[config.mk]
export PLATFORM = sky130hd
export DESIGN_NAME = shift_reg_vdelay
export DESIGN_NICKNAME = d
export VERILOG_FILES = /design/src/rtl/shift_reg_pkg.sv /design/src/rtl/sr_tap_mux.sv /design/src/rtl/shift_reg_vdelay.sv
export SDC_FILE = /design/constraint.sdc
export NUM_CORES = 1
export LEC_CHECK = 0
export ABC_AREA = 0
export CORE_UTILIZATION = 54
export DETAILED_ROUTE_END_ITERATION = 10
export HOLD_SLACK_MARGIN = 0.02
export PLACE_DENSITY = 0.8
export SETUP_SLACK_MARGIN = 0.2
export SYNTH_ARGS = -nofsm -noshare
export SYNTH_HDL_FRONTEND = slang
export SYNTH_HIERARCHICAL = 1
export SYNTH_SLANG_ARGS = --single-unit
[constraint.sdc]
create_clock -name clk -period 3 [get_ports clk]
set_clock_uncertainty 0.15 [all_clocks]
set_input_delay 0.75 -clock clk [delete_from_list [all_inputs] [get_ports clk]]
set_output_delay 0.75 -clock clk [all_outputs]
set_load 0.02 [all_outputs]
[src/rtl/shift_reg_pkg.sv]
// Shared types and helpers for the variable-depth delay line family.
// No state and no timing; mode encoding and delay clamping only.
package shift_reg_pkg;

  typedef enum logic {
    SR_MODE_DELAY  = 1'b0,
    SR_MODE_ROTATE = 1'b1
  } sr_mode_e;

  // Map a requested delay onto the legal range 1..stage.
  function automatic int unsigned sr_clamp_dly(input int unsigned sel, input int unsigned stage);
    if (sel == 0) return 1;
    if (sel > stage) return stage;
    return sel;
  endfunction

endpackage

[src/rtl/sr_tap_mux.sv]
// Selects {data, valid} of stage cur_dly-1 from flattened stage arrays.
// Purely combinational, zero latency; no flow control of its own.
module sr_tap_mux #(
  parameter int STAGE = 4,
  parameter int WIDTH = 8,
  localparam int DW = $clog2(STAGE + 1)
) (
  input  logic [STAGE*WIDTH-1:0] ffs_flat,
  input  logic [STAGE-1:0]       vld,
  input  logic [DW-1:0]          cur_dly,
  output logic [WIDTH-1:0]       tap_dat,
  output logic                   tap_vld
);

  always_comb begin
    tap_dat = '0;
    tap_vld = 1'b0;
    for (int i = 0; i < STAGE; i++) begin
      if (cur_dly == DW'(i + 1)) begin
        tap_dat = ffs_flat[i*WIDTH +: WIDTH];
        tap_vld = vld[i];
      end
    end
  end

endmodule

[src/rtl/shift_reg_vdelay.sv]
// Stallable variable-depth delay line with flush, runtime tap select and rotate mode.
// Latency cur_dly advance edges; en=0 freezes all state (stall acts as backpressure).
module shift_reg_vdelay
  import shift_reg_pkg::*;
#(
  parameter int STAGE       = 4,
  parameter int WIDTH       = 8,
  parameter int DEFAULT_DLY = STAGE,
  localparam int DW = $clog2(STAGE + 1)
) (
  input  logic             clk,
  input  logic             rst_n,
  input  logic             en,
  input  logic             flush,
  input  sr_mode_e         mode,
  input  logic             dly_load,
  input  logic [DW-1:0]    dly_sel,
  input  logic [WIDTH-1:0] din,
  input  logic             din_valid,
  output logic [WIDTH-1:0] dout,
  output logic             dout_valid,
  output logic [DW-1:0]    occupancy,
  output logic [DW-1:0]    cur_dly
);

  logic [WIDTH-1:0]       ffs [STAGE];
  logic [STAGE-1:0]       vld;
  logic [STAGE*WIDTH-1:0] ffs_flat;
  logic [WIDTH-1:0]       in_dat;
  logic                   in_vld;

  for (genvar g = 0; g < STAGE; g++) begin : g_flat
    assign ffs_flat[g*WIDTH +: WIDTH] = ffs[g];
  end

  sr_tap_mux #(
    .STAGE (STAGE),
    .WIDTH (WIDTH)
  ) u_tap (
    .ffs_flat (ffs_flat),
    .vld      (vld),
    .cur_dly  (cur_dly),
    .tap_dat  (dout),
    .tap_vld  (dout_valid)
  );

  // Rotate feeds the tap back into stage 0, so bubbles recirculate unchanged.
  assign in_dat = (mode == SR_MODE_ROTATE) ? dout       : din;
  assign in_vld = (mode == SR_MODE_ROTATE) ? dout_valid : din_valid;

  always_ff @(posedge clk or negedge rst_n) begin
    if (!rst_n) begin
      for (int i = 0; i < STAGE; i++) ffs[i] <= '0;
      vld       <= '0;
      occupancy <= '0;
      cur_dly   <= DW'(DEFAULT_DLY);
    end else if (dly_load) begin
      // A new tap invalidates what is in flight; data is left in place.
      cur_dly   <= DW'(sr_clamp_dly(32'(dly_sel), STAGE));
      vld       <= '0;
      occupancy <= '0;
    end else if (flush) begin
      vld       <= '0;
      occupancy <= '0;
    end else if (en) begin
      ffs[0] <= in_dat;
      vld[0] <= in_vld;
      for (int i = 1; i < STAGE; i++) begin
        ffs[i] <= ffs[i-1];
        vld[i] <= vld[i-1];
      end
      occupancy <= occupancy + DW'(in_vld) - DW'(dout_valid);
    end
  end

endmodule

## Word level (Yosys, flattened, before mapping)

Cells that the tools add are included.

- Bits in registers: 42
- Bits of input ports: 18
- Output and inout bits: 15
- Word-level logic and storage cells: 44

- $add $sub $neg: 2
- $lt $le $gt $ge: 1
- Equal/unequal tests: 4
- Multiplexer cells: 25
- Bitwise operators: 2
- Reduce and logical (&&, ||, !) cells: 3

Operator list:

| kind | count |
|---|---|
| 2-to-1 mux 8 bit | 5 |
| 2-to-1 mux 3 bit | 6 |
| 2-to-1 mux 4 bit | 3 |
| 2-to-1 mux 1 bit | 11 |
| equality test 3 x 2 -> 1 bit, second input constant | 2 |
| adder 3 x 1 -> 3 bit | 1 |
| equality test 3 x 1 -> 1 bit, second input constant | 1 |
| equality test 3 bit, second input constant | 1 |
| > comparator 3 bit, second input constant | 1 |
| zero test 3 bit | 1 |
| AND reduction 3 bit | 1 |
| nonzero test 3 bit | 1 |
| subtractor 3 x 1 -> 3 bit | 1 |
| inverter 1 bit | 2 |

## Logic depth before layout (Yosys ltp)

Gate-level depths: netlist of run 1.

- Word-level depth: 11
- Mapped depth: 13
- Mapped depth without buffers: 11

## Cells and area by module

The synthesis of run 1 kept the hierarchy.

Modules (own cells, without submodules):

| module | times used | cells an instance | area an instance (um^2) | seq. area each (um^2) |
|---|---|---|---|---|
| shift_reg_vdelay | 1 | 131 | 1,781.7 | 1,052.3 |
| sr_tap_mux | 1 | 45 | 435.4 | 0.0 |

## Worst setup path before layout of run 1

Ideal clock, no wire load.

- Path type: register to register
- Start point: register cur_dly[2]
- End point: register occupancy[2]
- Setup time: 129 ps
- Arrival time: 2,724 ps
- Required time: 2,721 ps
- Path slack: -3 ps
- Stages on the path, launching flop included: 14
- Buffers on the path: 2
- Period minus slack after synthesis: 3,003 ps
- Path through: dfstp_2 buf_2 buf_2 nand2_1 o221ai_2 mux2i_1 ha_1 inv_1 ha_1 inv_1 fa_1 xnor2_1 o211ai_1 o31ai_1

- Cells in the longest elaborated chain, start to end: 11
- Elaborated cells on any way between the ends: 14
- Classes of those cells: 2 x add/sub; 4 x eq/ne; 8 x mux

RTL lines:

| what | RTL line | source |
|---|---|---|
| from (decl) | shift_reg_vdelay.sv:23 | `output logic [DW-1:0] cur_dly` |
| from (signal assigned) | shift_reg_vdelay.sv:56 | `cur_dly <= DW'(DEFAULT_DLY);` |
| from (signal assigned) | shift_reg_vdelay.sv:59 | `cur_dly <= DW'(sr_clamp_dly(32'(dly_sel), STAGE));` |
| equality test 3 x 1 -> 1 bit | sr_tap_mux.sv:19 | `if (cur_dly == DW'(i + 1)) begin` |
| 2-to-1 mux 1 bit (3 in a row) | sr_tap_mux.sv:19 |  |
| 2-to-1 mux 1 bit * | sr_tap_mux.sv:19 |  |
| net dout_valid | shift_reg_vdelay.sv:21 | `output logic dout_valid,` |
| 2-to-1 mux 1 bit | shift_reg_vdelay.sv:49 | `assign in_vld = (mode == SR_MODE_ROTATE) ? dout_valid : din_valid;` |
| adder 3 x 1 -> 3 bit | shift_reg_vdelay.sv:72 | `occupancy <= occupancy + DW'(in_vld) - DW'(dout_valid);` |
| subtractor 3 x 1 -> 3 bit * | shift_reg_vdelay.sv:72 |  |
| 2-to-1 mux 3 bit * | shift_reg_vdelay.sv:65 | `end else if (en) begin` |
| 2-to-1 mux 3 bit * | shift_reg_vdelay.sv:62 | `end else if (flush) begin` |
| 2-to-1 mux 3 bit * | shift_reg_vdelay.sv:57 | `end else if (dly_load) begin` |
| to (signal assigned) | shift_reg_vdelay.sv:72 |  |
| to (decl) | shift_reg_vdelay.sv:22 | `output logic [DW-1:0] occupancy,` |

Mark *: on every way through the listed nets, which the timed path passes. The rest lies on a longest branch. The select of a mux whose other input is x is not followed.
A chain may end at the register's enable or synchronous reset.

## Worst setup path after layout of run 1

- Start point: input port mode
- End point: register occupancy[2]

- Cells in the longest elaborated chain, start to end: 6

RTL lines:

| what | RTL line | source |
|---|---|---|
| from (decl) | shift_reg_vdelay.sv:15 | `input sr_mode_e mode,` |
| 2-to-1 mux 1 bit | shift_reg_vdelay.sv:49 |  |
| adder 3 x 1 -> 3 bit | shift_reg_vdelay.sv:72 |  |
| subtractor 3 x 1 -> 3 bit | shift_reg_vdelay.sv:72 |  |
| 2-to-1 mux 3 bit | shift_reg_vdelay.sv:65 |  |
| 2-to-1 mux 3 bit | shift_reg_vdelay.sv:62 |  |
| 2-to-1 mux 3 bit | shift_reg_vdelay.sv:57 |  |

No other way between the ends. The select of a mux whose other input is x is not followed.

==> results of run 1 <==
[stage by stage]
step	worst slack (ns)	std cells
3_5_place_dp	-0.0350	251
6_report	0.266	268
2_1_floorplan	0.145	176
3_3_place_gp	0.0611	251
4_1_cts	0.157	260
5_1_grt	0.192	268
[power breakdown]
part / internal (W) / switching (W) / total [W]
logic: 0.000297 / 0.000247 / 0.000543
clock network: 0.000186 / 0.000195 / 0.000380
registers: 0.000735 / 0.000115 / 0.000850
[final timing paths]
kind	cells after the start	from	to
max	10	mode	occupancy[2]
min	1	ffs[0]	ffs[0]
max reg2reg	12	cur_dly[0]	occupancy[2]
min reg2reg	1	ffs[0]	ffs[0]
max in group asynchronous	1	rst_n	cur_dly[1]
min in group asynchronous	1	rst_n	ffs[23]
[repair_timing]
| item | CTS | global route |
|---|---|---|
| buffers inserted | 1 | 8 |
| pin swaps | 0 | 2 |
| gates cloned | 0 | 0 |
| setup endpoints to repair | 11 | 3 |
| gates resized for setup | 12 | 9 |
[final cells by class]
type / instances / area, um^2
fill: 257 / 1000
inverter: 5 / 18.8
clock inverter: 1 / 5.00
clock buffer: 7 / 86.3
tap: 48 / 60.1
multi-input combinational: 115 / 1080
sequential: 42 / 1050
timing repair buffer: 50 / 488
[cell families (layout without fill, tap and decap cells)]
| logic type | after synthesis | in the layout | synth area share (%) |
|---|---|---|---|
| adder cells (fa/ha/maj) | 3 | 3 | 2.03 |
| multiplexers | 48 | 48 | 23.1 |
| AND/OR/NAND/NOR | 39 | 39 | 10.9 |
| AO/OA/AOI/OAI | 24 | 24 | 9.76 |
| XOR/XNOR | 1 | 1 | 0.395 |
| flip-flops | 42 | 42 | 47.5 |
| buffers and inverters | 19 | 63 | 6.32 |
[routing by layer]
metal  vias to the layer above  wire length (um)  global-route usage [%]  part of all wire, %
met5                         -                 0                       0                    0
met4                         0                79                    11.2                  1.7
met3                         8               134                    3.79                  2.9
met2                        30              2440                    39.7                   53
met1                       773              1930                    29.5                   42
li1                        720                 -                       -                    -
[critical path, cell delays in order]
cell	delay, ns
clkdlybuf4s50_1	0.51
mux2i_2	0.25
ha_1	0.27
inv_1	0.06
ha_1	0.13
inv_1	0.05
fa_2	0.33
xnor2_1	0.15
o211ai_1	0.18
o31ai_1	0.09
[cells in the final DEF, fill, tap and decap left out, types with 2 or more instances in the layout]
cell type         n
buf_4            13
inv_1             5
mux2i_1          20
clkdlybuf4s50_1  22
clkbuf_8          6
ha_1              2
nor2_1           14
mux2_2           24
nand4bb_1         8
o221ai_2          8
nand2_1          10
dlygate4sd2_1     8
buf_6             2
buf_12            3
mux2_1            2
dfrtp_2           2
a21oi_1          11
dfrtp_1          39
[state kept, by name, summed over array words and instances (netlist names)]
signal and flops:
cur_dly 3, vld 4, occupancy 3, ffs 32
==> impl_results.md, run 1 <==
- Synth unique cells: 26
- Die Wd: 66.1 um
- WL/cell: 17.1 um
- Post-route cell area: 2790 um^2
- IO buf count: 32
- Cell Pwr Density: 635 nW/um^2
- Post-Synthesis Net Count: 197
- Required time worst endpoint: 3.04 ns
- Slew Limit Fails: 0
- Die height: 66.1 um
- Routed via count: 1,531
- Outcome: finished clean
- Final Hold Vio Count: 0
- Area Growth Syn to Fin: 26.0%
- Number of synthesis warnings: 6
- DRT iter0 DRCs: 77
- CP arrival: 2.77 ns
- H-Tree Level Count: 2
- Largest area contributor in the netlist: dfrtp_1
- Max Cap Violations: 0
- Gpl congestion: 0.829
- WL final: 4.58 mm
- Maximum fanout along the worst path: 2
- Final period util: 91.1%
- Top Ports: 33
- Clock slew at reported path FFs: 0.08 ns
- Share of cells above drive strength 1: 31.4%
- Mapped Area: 2220 um^2
- Row count: 22
- TritonCTS Sinks: 42
- Syn Area/Cell: 12.6 um^2
- # DRC: 0
- Total power: 0.00177 W
- Synthesis-stage register bit count: 42
- TNS Setup: 0 ns
- Synth Flop Type: dfrtp_1
- Routed Antenna Nets: 0
- Final setup viols: 0
- Post-CTS Hold Buffers: 0
- Peak supply drop: 0.367 mV
- Clk_lat worst skew: 0.30 ns
- Maximum clock insertion buffer count: 2
- Pre-Repair DR Iteration Count: 4
- Vias in the first global route: 1,572
- Die area: 4370 um^2
- Critical path class: input port to register
- R2R Setup Slk: 0.30 ns
- Antenna Cells: 0
- Measured slew at the worst slew-check pin: 0.935 ns
- Worst setup EP type: register
- Synth async-reset ratio: 100%
- Finished Core Util: 73.6%
- Total CTS buffers: 5
- Initial antenna violation count: 0
- Hpwl dp: 3.00 mm
- DR vias/cell: 5.71
- Slew margin rel.: 37.7%
- Total global routing overflow: 0
- CORE AREA: 3800 um^2
- Leak: 1.20 nW
- First-pass GRT wire length: 7.54 mm
- Top-area cell type share of the netlist area: 46.3%
- # nets final: 240
- Startpoint Class: input port
- Unrepaired setup endpoints after global routing: true
- Largest net degree at the start of global routing: 43
- Minimum clock period: 2.73 ns
- Post-Synthesis Cells: 176
- Commonest cells post-synth: dfrtp_1, mux2_2, mux2i_1
- Post-synthesis sequential area ratio: 47.5%
- GRT Resource Usage Total: 23.6%
- DP Area: 2580 um^2
- EDFF count, synth: 0
- CTS tree: done
- Initial Util: 58.4%
- Hold Crit Class: register to register
- Count leader, synth: dfrtp_1
- Worst hold margin: 0.364 ns
- Largest cells by area after synthesis: dfrtp_1, mux2_2, mux2i_1
- Highest clock rate: 366 MHz
- Clk root buf: clkbuf_8
Power figures use the tool's default switching activity.
==> run 2, diff against run 1 <==
--- a/config.mk
+++ b/config.mk
@@ -6,10 +6,9 @@
 export NUM_CORES = 1
 export LEC_CHECK = 0
 export ABC_AREA = 0
-export CORE_UTILIZATION = 54
+export CORE_UTILIZATION = 35
 export DETAILED_ROUTE_END_ITERATION = 10
 export HOLD_SLACK_MARGIN = 0.02
-export PLACE_DENSITY = 0.8
 export SETUP_SLACK_MARGIN = 0.2
 export SYNTH_ARGS = -nofsm -noshare
 export SYNTH_HDL_FRONTEND = slang
==> run 2 against run 1 <==
  * Via count decreased by 3.3%
  * Worst setup slack improved by 0.055 ns
  * Global-route usage decreased by 8.5 points
  * Utilization decreased by 27 points
  * Sequential share of layout area increased by 0.14 points
  * Hold slack got worse by 0.084 ns
  * Total power increased by 0.86%
  * Register-to-register slack improved by 0.02 ns
  * Maximum frequency increased by 2.1%
  * First-iteration DRC count decreased by 29%
  * Critical path type is now register to register
  * Largest cell class unchanged
==> impl_results.md, run 2 (synthesis results as in run 1) <==
- Outcome: finished clean
- Critical path class: register to register
- WL/cell: 15.0 um (-12%)
- Max stage delay on crit path: 0.61 ns (+0.10 ns)
- Pre-CTS setup slack: -0.0486 ns (-0.0136 ns)
- Routed via count: 1,481 (-3.3%)
- CP arrival: 2.69 ns (-0.08 ns)
- Share of cells above drive strength 1: 30.5% (-0.91 points)
- DRT iter0 DRCs: 55 (-29%)
- CTS tree: done
- Die height: 81.6 um (+23%)
- Switch Pwr: 0.000524 W (-5.8%)
- DP Area: 2630 um^2 (+2.0%)
- Initial Util: 36.8% (-22 points)
- Startpoint Class: register
- Total global routing overflow: 0 (unchanged)
- Row count: 28 (+27%)
- TNS Setup: 0 ns (unchanged)
- Worst setup EP type: register
- WL final: 4.43 mm (-3.3%)
- TritonCTS Sinks: 42 (unchanged)
- Measured slew at the worst slew-check pin: 0.516 ns (-0.419 ns)
- Minimum clock period: 2.68 ns (-0.0552 ns)
- Clock power frac: 24.0% (+2.6 points)
- First-pass GRT wire length: 7.40 mm (-1.9%)
- Total CTS buffers: 5 (unchanged)
- Worst hold margin: 0.279 ns (-0.0844 ns)
- # DRC: 0 (unchanged)
- H-Tree Level Count: 2 (unchanged)
- Highest clock rate: 373 MHz (+2.1%)
- Clk_lat worst skew: 0.29 ns (about the same)
- Vias in the first global route: 1,503 (-4.4%)
- Maximum fanout along the worst path: 7 (+5)
- Critical path cell sequence: nand2b_4 -> o221ai_4 -> mux2i_2 -> ha_1 -> inv_1 -> ha_1 -> inv_1 -> fa_2 -> xnor2_1 -> o211ai_1 -> o31ai_1
- Slowest-stage cell, CP: dfstp_2
- Switching part of the total: 29.3% (-2.1 points)
- Hold Crit Class: input port to asynchronous set/reset pin
- Final Hold Vio Count: 0 (unchanged)
- CORE AREA: 6030 um^2 (+59%)
- Antenna Cells: 0 (unchanged)
- Crit path max-delay family: adder cells
- Required time worst endpoint: 3.01 ns (-0.03 ns)
- Area Growth Syn to Fin: 25.6%
- # nets final: 240 (unchanged)
- Hpwl dp: 3.05 mm (+1.8%)
- Buf/Inv on CP: 2 (-1)
- DR vias/cell: 5.02 (-12%)
- GRT Resource Usage Total: 15.1% (-8.5 points)
- Int Pwr: 0.00127 W (+3.9%)
- Post-route cell area: 2780 um^2 (-0.36%)
- Largest net degree at the start of global routing: 41 (-4.7%)
- Commonest non-fill, non-tap cells in the layout: dfrtp_1, mux2_2, clkdlybuf4s50_1
- Slew Limit Fails: 0 (unchanged)
- Peak supply drop: 0.310 mV (-15%)
- Clock slew at reported path FFs: 0.07 ns (about the same)
- Pre-Repair DR Iteration Count: 4 (unchanged)
- Post-CTS Hold Buffers: 0 (unchanged)
- Final setup viols: 0 (unchanged)
- Final period util: 89.3% (-1.8 points)
- Die area: 6660 um^2 (+52%)
- Logic pwr share: 28.6% (-2.0 points)
- Maximum clock insertion buffer count: 2 (unchanged)
- Gpl congestion: 0.771 (-7.0%)
- Commonest non-fill, non-tap cell in the layout: dfrtp_1
- Initial antenna violation count: 0 (unchanged)
- Die Wd: 81.6 um (+23%)
- Leak: 1.19 nW (-1.2%)
- Max reg flops: 32 (unchanged)
- Fillcell total: 561 (+120%)
- Clk root buf: clkbuf_8
- Part of the power in registers: 47.4% (-0.5 points)
- Unrepaired setup endpoints after global routing: false
- IO buf count: 32 (unchanged)
- Top reg by flops: ffs
- Cell Pwr Density: 643 nW/um^2 (+1.2%)
- Biggest regs: ffs x32, vld x4
- Routed Antenna Nets: 0 (unchanged)
- Top Ports: 33 (unchanged)
- Final worst slack: 0.321 ns (+0.0552 ns)
- Slew margin rel.: 65.6% (+28 points)
- Max Cap Violations: 0 (unchanged)
run 2: power groups by stage:
stage | Combinational (W) | Clock (W) | Sequential (W)
2_1_floorplan | 0.000379 | 0 | 0.000826
3_3_place_gp | 0.000518 | 0 | 0.000858
3_5_place_dp | 0.000526 | 0 | 0.000861
4_1_cts | 0.000505 | 0.000444 | 0.000851
5_1_grt | 0.000565 | 0.000468 | 0.000877
6_report | 0.000512 | 0.000430 | 0.000847
run 2: per-layer routing:
layer	GRT usage (%)	part of all wire, %
met3	3.11	2.3
met5	0	0
met4	4.91	0.93
met2	23.4	47
met1	21.0	50
run 2: worst paths after layout:
| check | start | to | slack [ns] | depth (start not counted) |
|---|---|---|---|---|
| min | rst_n | ffs[17] | 0.28 | 1 |
| min reg2reg | ffs[1] | ffs[1] | 0.36 | 1 |
| min in group clk | ffs[1] | ffs[1] | 0.36 | 1 |
| max in group asynchronous | rst_n | vld[1] | 1.75 | 2 |
| max reg2reg | cur_dly[2] | occupancy[2] | 0.32 | 11 |
| max | cur_dly[2] | occupancy[2] | 0.32 | 11 |
run 2: what timing repair did:
item | 4_1_cts | 5_1_grt
cloned | 0 | 0
buffers inserted | 0 | 5
setup endpoints to repair | 10 | 8
resized for setup | 10 | 5
pin swaps | 0 | 1
run 2: worst register-to-register path: stages (launching register included):
cell	delay, ns
dfstp_2	0.61
nand2b_4	0.20
o221ai_4	0.14
mux2i_2	0.21
ha_1	0.26
inv_1	0.05
ha_1	0.13
inv_1	0.05
fa_2	0.33
xnor2_1	0.15
o211ai_1	0.18
o31ai_1	0.09
run 2: area by class of cell:
cell class | count | area [um^2] | area share, %
clock inverter | 1 | 30.0 | 1.08
timing repair buffer | 50 | 454 | 16.3
sequential | 42 | 1050 | 37.9
tap | 75 | 93.8 | 3.37
clock buffer | 7 | 76.3 | 2.74
multi-input combinational | 115 | 1060 | 37.9
inverter | 5 | 18.8 | 0.674
run 2: stage by stage:
stage / total power (W) / std cells / util (%)
6_report: 0.00179 / 295 / 46.2
5_1_grt: 0.00191 / 295 / 46.2
4_1_cts: 0.00180 / 290 / 45.3
3_5_place_dp: 0.00139 / 282 / 43.7
3_3_place_gp: 0.00138 / 282 / 43.7
2_1_floorplan: 0.00120 / 176 / -
==> run 3, diff against run 2 <==
==> constraint.sdc (replaced) <==
create_clock -name clk -period 3 [get_ports clk]
set_clock_uncertainty 0.15 [all_clocks]
set_input_delay 0.75 -clock clk [delete_from_list [all_inputs] [get_ports clk]]
set_output_delay 0.75 -clock clk [all_outputs]
set_load 0.05 [all_outputs]
==> run 3 against run 2 <==
  * Sequential cell count unchanged
  * Clock-buffer cell count fell by 2
  * First-iteration DRC count down 22%
  * Largest cell class unchanged
  * Maximum frequency shrank 0.26%
  * Critical endpoint is now cur_dly[2]
  * Total power up 11%
==> impl_results.md, run 3 (synthesis results as in run 1) <==
- Outcome: finished clean
- Gpl congestion: 0.734 (-4.7%)
- Slowest-stage cell, CP: clkdlybuf4s50_1
- Maximum fanout along the worst path: 5 (-2)
- WL/cell: 14.7 um (-2.4%)
- Antenna Cells: 0 (unchanged)
- Vias in the first global route: 1,455 (-3.2%)
- Area Growth Syn to Fin: 27.1%
- Logic pwr share: 30.6% (+2.0 points)
- Met1 wire length: 2.15 mm (-2.6%)
- CTS tree: done
- Top reg by flops: ffs
- Share of cells above drive strength 1: 35.5% (+5.0 points)
- First-pass GRT wire length: 7.23 mm (-2.2%)
- Finished Core Util: 46.8% (+0.56 points)
- Switching part of the total: 31.4% (+2.1 points)
- Final setup viols: 0 (unchanged)
- Initial antenna violation count: 0 (unchanged)
- Slew margin rel.: 66.5% (+0.85 points)
- Clock power frac: 26.8% (+2.8 points)
- Die area: 6660 um^2 (unchanged)
- Total power: 0.00198 W (+11%)
- Part of the power in registers: 42.6% (-4.8 points)
- Required time worst endpoint: 2.10 ns (-0.91 ns)
- Met3 WL: 81 um (-22%)
- Top Ports: 33 (unchanged)
- Critical path cell sequence: buf_4 -> clkdlybuf4s50_1
- CORE AREA: 6030 um^2 (unchanged)
- TritonCTS Sinks: 42 (unchanged)
- Commonest non-fill, non-tap cell in the layout: dfrtp_1
- Worst setup EP type: primary output
- Critical R2R Launch: cur_dly[1]
- Total CTS buffers: 5 (unchanged)
- Total global routing overflow: 0 (unchanged)
- GRT Resource Usage Total: 14.7% (-0.35 points)
- Routed length on met2: 2.06 mm (-0.82%)
- H-Tree Level Count: 2 (unchanged)
- Biggest regs: ffs x32, vld x4
- Int Pwr: 0.00136 W (+7.4%)
- Maximum clock insertion buffer count: 2 (unchanged)
- Pre-Repair DR Iteration Count: 4 (unchanged)
- R2R Setup Slk: 0.41 ns (+0.09 ns)
- Hold Crit Class: input port to asynchronous set/reset pin
- Max stage delay on crit path: 0.78 ns (+0.17 ns)
- Clk root buf: clkbuf_8
- Final period util: 89.5% (+0.23 points)
- Switch Pwr: 0.000621 W (+19%)
- Startpoint Class: register
- Row count: 28 (unchanged)
- Post-route cell area: 2820 um^2 (+1.2%)
- Critical R2R Capture: occupancy[2]
- Highest clock rate: 372 MHz (-0.26%)
- Max reg flops: 32 (unchanged)
- Commonest non-fill, non-tap cells in the layout: dfrtp_1, buf_4, mux2_2
- Max Cap Violations: 0 (unchanged)
- Worst R2R Path Depth: 11 (unchanged)
- CP arrival: 1.79 ns (-0.90 ns)
- Post-CTS Hold Buffers: 0 (unchanged)
- Largest net degree at the start of global routing: 41 (unchanged)
- Routed Antenna Nets: 0 (unchanged)
- Measured slew at the worst slew-check pin: 0.502 ns (-0.0144 ns)
- Crit path max-delay family: buffers and inverters
- Routed via count: 1,443 (-2.6%)
- # nets final: 240 (unchanged)
- Initial Util: 36.8% (unchanged)
- DRT iter0 DRCs: 43 (-22%)
- Leak: 1.19 nW (+0.10%)
- Peak supply drop: 0.321 mV (+3.4%)
- Clk_lat worst skew: 0.29 ns (about the same)
- Die Wd: 81.6 um (unchanged)
- Critical path class: register to primary output
- WL final: 4.33 mm (-2.4%)
- Die height: 81.6 um (unchanged)
- DR vias/cell: 4.89 (-2.6%)
- Hpwl dp: 2.94 mm (-3.9%)
- Top Metal Used: met4
- TNS Setup: 0 ns (unchanged)
- Final Hold Vio Count: 0 (unchanged)
- Cell Pwr Density: 703 nW/um^2 (+9.4%)
- Buf/Inv on CP: 2 (unchanged)
- Unrepaired setup endpoints after global routing: false
- IO buf count: 32 (unchanged)
- DP Area: 2590 um^2 (-1.4%)
- Clock slew at reported path FFs: 0.08 ns (about the same)
- # DRC: 0 (unchanged)
- Worst hold margin: 0.181 ns (-0.0982 ns)
- Minimum clock period: 2.69 ns (+0.00702 ns)
- Slew Limit Fails: 0 (unchanged)
-- run 3: worst register-to-register path, delay by kind of cell (launching register included) --
| family | cells | cell delay [ns] |
|---|---|---|
| compound gates | 3 | 0.45 |
| xor+xnor | 1 | 0.15 |
| fa+ha+maj | 3 | 0.76 |
| buf+inv | 2 | 0.11 |
| flops | 1 | 0.46 |
| mux | 1 | 0.12 |
| simple gates | 1 | 0.29 |
-- run 3: worst max path at each step --
stage,start,endpoint,slack (ns),cells after the start
2_1_floorplan,cur_dly[1],occupancy[2],-0.15,13
4_1_cts,cur_dly[1],occupancy[2],0.27,11
3_3_place_gp,mode,occupancy[2],0.03,10
6_report,cur_dly[2],cur_dly[2],0.31,2
5_1_grt,cur_dly[1],occupancy[2],0.22,11
3_5_place_dp,mode,occupancy[2],-0.04,10
-- run 3: layer usage --
layer | global-route usage (%) | vias up
met2 | 23.1 | 13
met4 | 4.74 | 0
li1 | - | 720
met5 | 0 | -
met3 | 4.33 | 2
met1 | 19.5 | 708
-- run 3: power groups by stage --
| stage | Sequential (W) | Combinational, W | Clock [W] |
|---|---|---|---|
| finish | 0.000844 | 0.000606 | 0.000530 |
| global route | 0.000869 | 0.000661 | 0.000570 |
| CTS | 0.000846 | 0.000595 | 0.000550 |
| detailed placement | 0.000857 | 0.000594 | 0 |
| global placement | 0.000858 | 0.000583 | 0 |
| floorplan | 0.000837 | 0.000450 | 0 |
-- run 3: area by class of cell --
cell class	count	area, um^2
Multi-Input combinational cell	115	1070
Fill cell	561	3210
Timing Repair Buffer	50	443
Clock inverter	3	68.8
Clock buffer	5	68.8
Tap cell	75	93.8
Inverter	5	18.8
Sequential cell	42	1050
-- run 3: what timing repair did --
action                     in CTS  in global routing
setup endpoints to repair       0                  2
resized for setup               0                  5
buffers inserted                0                  7
-- run 3: stage by stage --
| step | instances | setup slack (ns) |
|---|---|---|
| 2_1_floorplan | 176 | -0.155 |
| 4_1_cts | 288 | 0.268 |
| 3_5_place_dp | 280 | -0.0415 |
| 5_1_grt | 295 | 0.218 |
| 6_report | 295 | 0.314 |
| 3_3_place_gp | 280 | 0.0331 |
